### src/rtl/hazard_pkg.sv
// rtl/hazard_pkg.sv - shared types and defaults for the hazard/forwarding controller
//
// Purpose: scoreboard slot record, forwarding-select type, FSM state encoding and
// default geometry of the in-order pipeline (slot0=E, slot1=M, slot2=W).
// Ports: none (package).
package hazard_pkg;

    localparam int HZ_AW        = 5;
    localparam int HZ_NUM_SLOTS = 3;
    localparam int HZ_LOAD_SLOT = 1;
    localparam int SEL_W        = $clog2(HZ_NUM_SLOTS + 1);

    typedef logic [SEL_W-1:0] fwd_sel_t;

    // Select value meaning "take the operand from the register file".
    localparam fwd_sel_t FWD_RF = '0;

    typedef struct packed {
        logic             valid;
        logic [HZ_AW-1:0] waddr;
        logic             reg_write;
        logic             is_load;
    } slot_t;

    localparam slot_t SLOT_EMPTY = '0;

    typedef enum logic {
        IDLE     = 1'b0,
        LU_STALL = 1'b1
    } state_e;

endpackage

### src/rtl/hazard_scoreboard.sv
// rtl/hazard_scoreboard.sv - shadow scoreboard of in-flight register writers
//
// Purpose: shift register of slot_t records (slot0 = youngest) plus per-slot source
// match vectors for the D-stage operands.
// Ports:
//   clk_i, rst_i          clock, synchronous active-high reset
//   hold_i                keep every slot unchanged this cycle
//   insert_bubble_i       slot0 receives an empty record instead of d_slot_i
//   d_slot_i              record describing the D-stage instruction
//   addr1_i/addr2_i       D-stage source register addresses
//   use1_i/use2_i         source actually read (already qualified by D valid)
//   match1_o/match2_o     per-slot hit vectors for each source
//   is_load_o             per-slot load flag
import hazard_pkg::*;

module hazard_scoreboard #(
    parameter int NUM_SLOTS = HZ_NUM_SLOTS
) (
    input  logic                 clk_i,
    input  logic                 rst_i,
    input  logic                 hold_i,
    input  logic                 insert_bubble_i,
    input  slot_t                d_slot_i,
    input  logic [HZ_AW-1:0]     addr1_i,
    input  logic [HZ_AW-1:0]     addr2_i,
    input  logic                 use1_i,
    input  logic                 use2_i,
    output logic [NUM_SLOTS-1:0] match1_o,
    output logic [NUM_SLOTS-1:0] match2_o,
    output logic [NUM_SLOTS-1:0] is_load_o
);

    slot_t [NUM_SLOTS-1:0] slots_q;
    logic  [NUM_SLOTS-1:0] writer;

    always_ff @(posedge clk_i) begin
        if (rst_i) begin
            slots_q <= '0;
        end else if (!hold_i) begin
            for (int k = NUM_SLOTS - 1; k > 0; k--) begin
                slots_q[k] <= slots_q[k-1];
            end
            slots_q[0] <= insert_bubble_i ? SLOT_EMPTY : d_slot_i;
        end
    end

    // x0 is hard-wired zero, so a writer targeting it never creates a dependency.
    always_comb begin
        writer    = '0;
        match1_o  = '0;
        match2_o  = '0;
        is_load_o = '0;
        for (int k = 0; k < NUM_SLOTS; k++) begin
            writer[k]    = slots_q[k].valid && slots_q[k].reg_write && (slots_q[k].waddr != '0);
            match1_o[k]  = writer[k] && use1_i && (addr1_i == slots_q[k].waddr);
            match2_o[k]  = writer[k] && use2_i && (addr2_i == slots_q[k].waddr);
            is_load_o[k] = slots_q[k].is_load;
        end
    end

endmodule

### src/rtl/hazard_ctrl.sv
// rtl/hazard_ctrl.sv - hazard/forwarding controller for the in-order RV32 pipeline
//
// Purpose: compares the D-stage instruction with the in-flight writers, produces
// stall/bubble/flush/freeze controls and registered forwarding selects for E.
// Ports:
//   clk_i, rst_i               clock, synchronous active-high reset
//   d_valid_i                  D holds a real instruction
//   d_addr1_i/d_addr2_i        source registers, d_use1_i/d_use2_i source read
//   d_waddr_i, d_reg_write_i   destination register and write enable
//   d_mem_read_i/d_mem_write_i D is a load / a store (addr2 = store data)
//   e_br_taken_i               E redirects fetch
//   mem_busy_i                 DMEM not ready, whole pipe holds
//   stall_fd_o, bubble_e_o, flush_d_o, freeze_o   pipeline controls
//   fwd_a_sel_o/fwd_b_sel_o    E operand source: 0=regfile, k=result of slot k
//   fwd_mem_sel_o              store data in M taken from the W-stage load
import hazard_pkg::*;

module hazard_ctrl #(
    parameter int NUM_SLOTS = HZ_NUM_SLOTS,
    parameter int LOAD_SLOT = HZ_LOAD_SLOT,
    parameter int AW        = HZ_AW
) (
    input  logic                               clk_i,
    input  logic                               rst_i,
    input  logic                               d_valid_i,
    input  logic [AW-1:0]                      d_addr1_i,
    input  logic [AW-1:0]                      d_addr2_i,
    input  logic                               d_use1_i,
    input  logic                               d_use2_i,
    input  logic [AW-1:0]                      d_waddr_i,
    input  logic                               d_reg_write_i,
    input  logic                               d_mem_read_i,
    input  logic                               d_mem_write_i,
    input  logic                               e_br_taken_i,
    input  logic                               mem_busy_i,
    output logic                               stall_fd_o,
    output logic                               bubble_e_o,
    output logic                               flush_d_o,
    output logic                               freeze_o,
    output logic [$clog2(NUM_SLOTS+1)-1:0]     fwd_a_sel_o,
    output logic [$clog2(NUM_SLOTS+1)-1:0]     fwd_b_sel_o,
    output logic                               fwd_mem_sel_o
);

    localparam int SW = $clog2(NUM_SLOTS + 1);
    localparam int IW = (NUM_SLOTS > 1) ? $clog2(NUM_SLOTS) : 1;
    localparam int CW = $clog2(LOAD_SLOT + 1);

    state_e          state_q, state_d;
    logic [CW-1:0]   cnt_q, cnt_d;
    logic [SW-1:0]   fwd_a_q, fwd_b_q;
    logic            ldst_e_q, fwd_mem_q;

    slot_t           d_slot;
    logic [NUM_SLOTS-1:0] match1, match2, slot_load;

    logic            hit1, hit2;
    logic [IW-1:0]   idx1, idx2;
    logic            late1, late2, ldst, lu1, lu2, lu_hit;
    logic [CW-1:0]   lu_cycles;
    logic [SW-1:0]   sel_a, sel_b;
    logic            flush_req, advance, stall, bubble, flush;

    always_comb begin
        d_slot           = SLOT_EMPTY;
        d_slot.valid     = d_valid_i;
        d_slot.waddr     = d_waddr_i;
        d_slot.reg_write = d_reg_write_i;
        d_slot.is_load   = d_mem_read_i;
    end

    hazard_scoreboard #(
        .NUM_SLOTS (NUM_SLOTS)
    ) u_scoreboard (
        .clk_i           (clk_i),
        .rst_i           (rst_i),
        .hold_i          (mem_busy_i),
        .insert_bubble_i (!advance),
        .d_slot_i        (d_slot),
        .addr1_i         (d_addr1_i),
        .addr2_i         (d_addr2_i),
        .use1_i          (d_use1_i && d_valid_i),
        .use2_i          (d_use2_i && d_valid_i),
        .match1_o        (match1),
        .match2_o        (match2),
        .is_load_o       (slot_load)
    );

    // Youngest writer wins: scan from oldest to youngest so the last hit sticks.
    always_comb begin
        hit1 = 1'b0;
        hit2 = 1'b0;
        idx1 = '0;
        idx2 = '0;
        for (int k = NUM_SLOTS - 1; k >= 0; k--) begin
            if (match1[k]) begin
                hit1 = 1'b1;
                idx1 = IW'(k);
            end
            if (match2[k]) begin
                hit2 = 1'b1;
                idx2 = IW'(k);
            end
        end
    end

    always_comb begin
        // A load's data exists only once it has passed LOAD_SLOT.
        late1 = hit1 && slot_load[idx1] && (int'(idx1) < LOAD_SLOT);
        late2 = hit2 && slot_load[idx2] && (int'(idx2) < LOAD_SLOT);
        // Store data is not needed until M, so a load right ahead can feed it late.
        ldst  = d_mem_write_i && hit2 && (idx2 == '0) && slot_load[0];
        lu1   = late1;
        lu2   = late2 && !ldst;
        lu_hit = lu1 || lu2;

        // The youngest late producer needs the most stall cycles.
        if (lu1 && (!lu2 || (idx1 <= idx2))) begin
            lu_cycles = CW'(LOAD_SLOT - int'(idx1));
        end else begin
            lu_cycles = CW'(LOAD_SLOT - int'(idx2));
        end

        // The last slot commits this cycle and the register file is write-first.
        sel_a = (hit1 && !late1 && (int'(idx1) < NUM_SLOTS - 1)) ? SW'(idx1) + SW'(1) : SW'(FWD_RF);
        sel_b = (hit2 && !late2 && (int'(idx2) < NUM_SLOTS - 1)) ? SW'(idx2) + SW'(1) : SW'(FWD_RF);
    end

    assign flush_req = e_br_taken_i && !mem_busy_i;

    // The detecting cycle is the first stall cycle; LU_STALL covers the remainder,
    // and once the count is spent the state falls through to a fresh evaluation.
    always_comb begin
        state_d = state_q;
        cnt_d   = cnt_q;
        stall   = 1'b0;
        bubble  = 1'b0;
        flush   = 1'b0;
        advance = 1'b0;
        if (flush_req) begin
            flush   = 1'b1;
            bubble  = 1'b1;
            state_d = IDLE;
            cnt_d   = '0;
        end else if ((state_q == LU_STALL) && (cnt_q != '0)) begin
            stall  = 1'b1;
            bubble = 1'b1;
            cnt_d  = cnt_q - CW'(1);
        end else if (lu_hit) begin
            stall   = 1'b1;
            bubble  = 1'b1;
            state_d = LU_STALL;
            cnt_d   = lu_cycles - CW'(1);
        end else begin
            state_d = IDLE;
            cnt_d   = '0;
            advance = 1'b1;
        end
    end

    always_ff @(posedge clk_i) begin
        if (rst_i) begin
            state_q   <= IDLE;
            cnt_q     <= '0;
            fwd_a_q   <= SW'(FWD_RF);
            fwd_b_q   <= SW'(FWD_RF);
            ldst_e_q  <= 1'b0;
            fwd_mem_q <= 1'b0;
        end else if (!mem_busy_i) begin
            state_q   <= state_d;
            cnt_q     <= cnt_d;
            // A bubble entering E forwards nothing.
            fwd_a_q   <= advance ? sel_a : SW'(FWD_RF);
            fwd_b_q   <= advance ? sel_b : SW'(FWD_RF);
            // Two-stage delay lands the load->store select in the store's M cycle.
            ldst_e_q  <= advance && ldst;
            fwd_mem_q <= ldst_e_q;
        end
    end

    assign freeze_o      = mem_busy_i && !rst_i;
    assign stall_fd_o    = stall  && !mem_busy_i && !rst_i;
    assign bubble_e_o    = bubble && !mem_busy_i && !rst_i;
    assign flush_d_o     = flush  && !mem_busy_i && !rst_i;
    assign fwd_a_sel_o   = fwd_a_q;
    assign fwd_b_sel_o   = fwd_b_q;
    assign fwd_mem_sel_o = fwd_mem_q;

endmodule

### config.mk
export PLATFORM = sky130hd
export DESIGN_NAME = hazard_ctrl
export DESIGN_NICKNAME = d
export VERILOG_FILES = /design/src/rtl/hazard_pkg.sv /design/src/rtl/hazard_scoreboard.sv /design/src/rtl/hazard_ctrl.sv
export SDC_FILE = /design/constraint.sdc
export NUM_CORES = 1
export LEC_CHECK = 0
export CORE_MARGIN = 3
export CORE_UTILIZATION = 46
export DETAILED_ROUTE_END_ITERATION = 7
export PLACE_DENSITY = 0.86
export SLEW_MARGIN = 25
export SYNTH_ARGS = -nofsm -noshare
export SYNTH_HDL_FRONTEND = slang
export SYNTH_HIERARCHICAL = 1
export SYNTH_SLANG_ARGS = --single-unit
### constraint.sdc
create_clock -name clk_i -period 2.1 [get_ports clk_i]
set_clock_uncertainty 0.05 [all_clocks]
set_input_delay 0.42 -clock clk_i [delete_from_list [all_inputs] [get_ports clk_i]]
set_output_delay 0.42 -clock clk_i [all_outputs]
set_load 0.005 [all_outputs]
* After elaboration in Yosys (flattened, before gate mapping)
Cells that the tools add are included.
** Storage, ports and cells
- Register bits after elaboration :: 32
- Output and inout port bits :: 9
- Logic and storage cells :: 130
** Operators by class
- Add/subtract/negate cells :: 6
- Magnitude comparators :: 7
- Equal/unequal tests :: 7
- Multiplexer cells :: 35
- Bitwise gates (word level) :: 1
- Reduce and logical (&&, ||, !) cells :: 56
** Operators by type and width (number)
- $logic_and A1 B1 Y1 :: 43
- $eq A5 B5 Y1 :: 6
- $mux W1 :: 22
- $mux W2 :: 10
- $reduce_bool A5 Y1 :: 3
- $mux W8 :: 1
- $logic_not A1 Y1 :: 6
- $lt A2 B3 Y1 const B :: 2
- $add A2 B1 Y2 const B :: 2
- $bmux W1 S2 :: 2
- $lt A2 B1 Y1 const B :: 2
- $lt A2 B2 Y1 const B :: 2
- $le A2 B2 Y1 :: 1
- $logic_not A2 Y1 :: 1
- $logic_or A1 B1 Y1 :: 2
- $ne A2 B2 Y1 const B :: 1
- $reduce_and A2 Y1 :: 1
- $sub A1 B1 Y1 const A :: 2
- $sub A1 B1 Y1 const B :: 2
- $not A1 Y1 :: 1

* Longest topological paths before layout
- Word-level depth :: 20
- Mapped depth :: 9

* Hierarchy
The synthesis kept the hierarchy.
** By module, submodules not included
- hazard_scoreboard :: times used 1, cells each 136, area an instance 1260.0 sq um, sequential area each 480.5 sq um
- hazard_ctrl :: times used 1, cells each 46, area an instance 395.4 sq um, sequential area each 160.2 sq um

* Least setup slack after synthesis
OpenSTA, ideal clock, no wires.
- Kind :: reg-to-reg
- From :: register u_scoreboard/slots_q[2] (netlist bit)
- To :: register u_scoreboard.slots_q (netlist bit u_scoreboard/is_load_o[0])
- Data arrival time :: 2.085 ns
- Data required time :: 1.985 ns
- Slack :: -0.100 ns
- Stages on the path, launching flop included :: 10
- Path buffers :: 0
- Period minus slack after synthesis :: 2.200 ns
- Cells stage by stage :: dfxtp_1 or4_1 o211ai_2 nor3_1 and2b_1 o21ai_1 o211ai_1 nor2_1 a22oi_1 nor2_1
** Between the ends
- Word-level cells in the longest chain between the ends :: 15
- Elaborated cells between the ends (all ways) :: 33
** RTL lines
- start, declared :: RTL line hazard_scoreboard.sv:33 : slot_t [NUM_SLOTS-1:0] slots_q;
- start signal, assigned by index :: RTL line hazard_scoreboard.sv:41 : slots_q[k] <= slots_q[k-1];
- $reduce_bool A5 Y1 :: RTL line hazard_scoreboard.sv:54 : writer[k] = slots_q[k].valid && slots_q[k].reg_write && (slots_q[k].waddr != '0);
- $logic_and A1 B1 Y1 :: RTL line hazard_scoreboard.sv:54
- $logic_and A1 B1 Y1 :: RTL line hazard_scoreboard.sv:56 : match2_o[k] = writer[k] && use2_i && (addr2_i == slots_q[k].waddr);
- $logic_and A1 B1 Y1 * :: RTL line hazard_scoreboard.sv:56
- named net match2[0] :: RTL line hazard_ctrl.sv:55 : logic [NUM_SLOTS-1:0] match1, match2, slot_load;
- $mux W2 or $mux W1 (tied branches) :: RTL line hazard_ctrl.sv:100 : if (match2[k]) begin
- $bmux W1 S2, or another cell as far along :: RTL line hazard_ctrl.sv:110 : late2 = hit2 && slot_load[idx2] && (int'(idx2) < LOAD_SLOT);
- $mux W1 (not written as such) or $logic_and A1 B1 Y1 (tied branches) :: RTL line hazard_ctrl.sv:110, hazard_ctrl.sv:112
- $logic_and A1 B1 Y1 (on tied branches) :: RTL line hazard_ctrl.sv:110, hazard_ctrl.sv:112
- $logic_and A1 B1 Y1 or $logic_not A1 Y1 (tied branches) :: RTL line hazard_ctrl.sv:110, hazard_ctrl.sv:114
- $logic_and A1 B1 Y1 * :: RTL line hazard_ctrl.sv:114 : lu2 = late2 && !ldst;
- $logic_or A1 B1 Y1 * :: RTL line hazard_ctrl.sv:115 : lu_hit = lu1 || lu2;
- $mux W1 * :: RTL line hazard_ctrl.sv:149 : end else if (lu_hit) begin
- $mux W1 * :: RTL line hazard_ctrl.sv:145 : end else if ((state_q == LU_STALL) && (cnt_q != '0)) begin
- $mux W1 * :: RTL line hazard_ctrl.sv:140 : if (flush_req) begin
- $mux W8 * :: RTL line hazard_scoreboard.sv:43 : slots_q[0] <= insert_bubble_i ? SLOT_EMPTY : d_slot_i;
The timed path passes the listed nets; every way through them passes the cells marked *. The select of a mux whose other input is x is not followed.
A chain may end at the register's enable or synchronous reset.

* Final worst setup path
- From :: register u_scoreboard/slots_q[3] (netlist bit)
- To :: output stall_fd_o
** Between the ends
- Word-level cells in the longest chain between the ends :: 16
- Elaborated cells between the ends (all ways) :: 34
** RTL lines
- $reduce_bool A5 Y1 :: RTL line hazard_scoreboard.sv:54
- $logic_and A1 B1 Y1 :: RTL line hazard_scoreboard.sv:54
- $logic_and A1 B1 Y1 :: RTL line hazard_scoreboard.sv:56
- $logic_and A1 B1 Y1 * :: RTL line hazard_scoreboard.sv:56
- named net match2[0] :: RTL line hazard_ctrl.sv:55
- $mux W2 or $mux W1 (tied branches) :: RTL line hazard_ctrl.sv:100
- $bmux W1 S2, or another cell as far along :: RTL line hazard_ctrl.sv:110
- $mux W1 (not written as such) or $logic_and A1 B1 Y1 (tied branches) :: RTL line hazard_ctrl.sv:110, hazard_ctrl.sv:112
- $logic_and A1 B1 Y1 (on tied branches) :: RTL line hazard_ctrl.sv:110, hazard_ctrl.sv:112
- $logic_and A1 B1 Y1 or $logic_not A1 Y1 (tied branches) :: RTL line hazard_ctrl.sv:110, hazard_ctrl.sv:114
- $logic_and A1 B1 Y1 * :: RTL line hazard_ctrl.sv:114
- $logic_or A1 B1 Y1 * :: RTL line hazard_ctrl.sv:115
- $mux W1 * :: RTL line hazard_ctrl.sv:149
- $mux W1 * :: RTL line hazard_ctrl.sv:145
- $mux W1 * :: RTL line hazard_ctrl.sv:140
- $logic_and A1 B1 Y1 * (2 in a row) :: RTL line hazard_ctrl.sv:182 : assign stall_fd_o = stall && !mem_busy_i && !rst_i;
- end, declared :: RTL line hazard_ctrl.sv:36 : output logic stall_fd_o,
Marks and branches as above.

==> impl_metrics.csv <==
group,metric,value,unit
run_status,status,"finished with violations",
run_status,failed_checks,"setup timing",
sta,slew-limit-headroom,74.64,%
synth,ys_warn_count,6,
run,drv_cap,0,
route,drt_iter0_markers,45,
global_route,grt_pass1_vias,1363,
final_layout,syn_to_final_growth,55.85,%
setup_path,rrSetupSlack,-0.40,ns
global_route,overflow,0,
synth,synthCells,135,
cts,cts-root-buf,"clkbuf_4",
sta,tightest_slew,0.3804,ns
worst_hold_path,hp-class,"flip-flop to flip-flop",
die,pin_count,34,
sta,hold_viol,0,
cts,htreeDepth,1,
setup_path,max_stage_delay,0.56,ns
setup_path,crit_required,1.63,ns
setup_path,critPathLaunch,"u_scoreboard/slots_q[3]$_SDFFE_PP0N_",
route,routed_wl,3847,µm
power,ir_drop,0.3712,mV
placement,port_buffers,33,
setup_path,cp_slowest_cell,"or4_4",
synth,synth_nets,160,
die,core-area,0.002340,mm²
setup_path,path_cells,"or4_4, o211ai_4, nor3_2, and2b_1, o21ai_2, buf_4, a21oi_2, buf_2",
sta,fin_hold_ws,0.4255,ns
global_route,grt_usage,25.08,%
global_route,grt_max_degree,28,
sta,min_period_over_period,124.7,%
setup_path,path_buf_inv,2,
route,wl_per_cell,16.95,µm
final_layout,antenna_cells,0,
setup_path,arrival,2.15,ns
route,avgViaCountPerCell,5.630,
die,die_h,57.05,µm
cts,cts_tree,"done",
cts,path_clk_slew,0.13,ns
sta,period_needed,2.618,ns
final_layout,nNetsFinal,225,
die,die_w,57.05,µm
final_layout,n_fill_cell,148,
final_layout,drive_above_1_share,29.65,%
setup_path,worstReg2RegStart,"u_scoreboard/slots_q[3]$_SDFFE_PP0N_",
sta,slew_violations,0,
setup_path,endpoint,"stall_fd_o",
die,dieArea,0.003254,mm²
route,dr.pass1.iters,4,
cts,cts_hold_buf,0,
cts,cts_buffers,3,
setup_path,crit_family,"simple AND/OR/NAND/NOR gates",
sta,rsz0062_at_grt,"yes",
power,power.density,475.3,mW/mm²
cts,clkLatencyLatePin,0.32,ns
setup_path,ff2ff_path_depth,12,
synth,synth_area_per_cell,8.879,µm²
worst_hold_path,min_from,"fwd_a_sel_o[1]$_SDFFE_PP0N_",
route,vias,1278,
global_route,antenna_found_initial,0,
cts,clock_path_buffers,2,
die,placementRows,17,
global_route,grt_pass1_wl,6437,µm
die,start_util,51.23,%
setup_path,start_kind,"flip-flop",
setup_path,reg2reg_to,"u_scoreboard/slots_q[5]$_SDFFE_PP0N_",
route,final_antenna_net_count,0,
power,leakagePower,0.7290,nW
sta,setup_violations,10,
sta,setup_slack,-0.5179,ns
placement,dpl_worst_slack,-0.8974,ns
cts,cts_num_sinks,23,
setup_path,cp.depth,8,
placement,hpwl,2654,µm
placement,gp_congestion,0.8188,
setup_path,setup.worst_path.end_class,"output pin",
setup_path,worstPathMaxFanout,2,
synth,syn-cell-area,0.001199,mm²
sta,max_freq,0.3820,GHz
setup_path,crit_type,"flip-flop to output pin",
route,drc,0,
## layer usage
metal	share of wire (%)	vias up	wire (µm)	track usage [%]
met5	0	-	0	0
met4	3.2	0	124	11.59
met3	5.9	13	226	2.941
met2	51	62	1952	45.51
met1	40	599	1544	29.10
li1	-	604	-	-
## cells in the final DEF, fill, tap and decap left out, types with 2 or more instances in the layout
| master | count |
|---|---|
| a21oi_1 | 3 |
| a22oi_1 | 3 |
| a22oi_2 | 6 |
| a32oi_1 | 2 |
| and2_1 | 3 |
| buf_2 | 2 |
| buf_4 | 34 |
| clkbuf_4 | 3 |
| clkdlybuf4s50_1 | 29 |
| dfxtp_1 | 21 |
| dfxtp_2 | 2 |
| dlygate4sd2_1 | 2 |
| inv_1 | 3 |
| mux2i_1 | 8 |
| nand2_1 | 8 |
| nand4_1 | 4 |
| nor2_1 | 20 |
| nor2b_1 | 2 |
| nor3_1 | 4 |
| xnor2_1 | 20 |
## final cells by class
| cell class | count | area (µm²) | share of cell area [%] |
|---|---|---|---|
| Multi-Input combinational cell | 101 | 747.0 | 39.99 |
| Timing Repair Buffer | 68 | 584.3 | 31.28 |
| Sequential cell | 23 | 462.9 | 24.78 |
| Tap cell | 28 | 35.03 | 1.875 |
| Clock buffer | 3 | 22.52 | 1.206 |
| Inverter | 3 | 11.26 | 0.6028 |
| Clock inverter | 1 | 5.005 | 0.2679 |
## worst reg2reg max path: cells and delay by family, from the launching register on
family	cells	cell delay, ns
AOI/OAI and AO/OA	4	0.56
buffers and inverters	3	0.41
DFF	1	0.35
and+or+nand+nor	5	1.07
## per-stage QoR
stage | setup TNS (ns) | cells | area, µm² | total power [mW] | utilization (%)
after floorplan | 0 | 135 | 1205 | 0.5531 | -
after global placement | -4.665 | 219 | 1760 | 0.6545 | 75.24
after detailed placement | -5.834 | 219 | 1760 | 0.6643 | 75.24
after CTS | -3.449 | 227 | 1859 | 0.8788 | 79.47
after global routing | -4.724 | 227 | 1868 | 0.9249 | 79.84
final | -3.890 | 227 | 1868 | 0.8879 | 79.84
## report_power, final
group	leakage [nW]	switching (mW)	total [mW]	internal (mW)
Combinational	0.524	0.0900	0.215	0.125
Sequential	0.188	0.0141	0.462	0.448
Clock	0.0177	0.139	0.210	0.0714
Total	0.729	0.243	0.888	0.645
## worst min-delay path by stage
stage / depth (start not counted) / to / slack, ns
after floorplan: 2 / ldst_e_q$_SDFFE_PP0N_ / 0.40
final: 2 / fwd_a_sel_o[1]$_SDFFE_PP0N_ / 0.43
after CTS: 2 / fwd_a_sel_o[1]$_SDFFE_PP0N_ / 0.43
after global placement: 2 / fwd_a_sel_o[1]$_SDFFE_PP0N_ / 0.41
after detailed placement: 2 / fwd_a_sel_o[1]$_SDFFE_PP0N_ / 0.41
after global routing: 2 / fwd_a_sel_o[1]$_SDFFE_PP0N_ / 0.47
## flip-flops by register name, summed over array words and instances (netlist names)
| register | flops |
|---|---|
| u_scoreboard/is_load_o | 1 |
| cnt_q | 1 |
| u_scoreboard/slots_q | 14 |
| fwd_mem_sel_o | 1 |
| ldst_e_q | 1 |
| fwd_b_sel_o | 2 |
| fwd_a_sel_o | 2 |
| state_q | 1 |
## repair_timing
action | CTS | global route
endpoints found under the setup margin | 12 | 10
hold endpoints to repair | 0 | 0
pin swaps | 16 | 6
gates resized for setup | 23 | 1
setup buffers | 4 | 0
No activity file was read; power rests on OpenSTA's default activity.
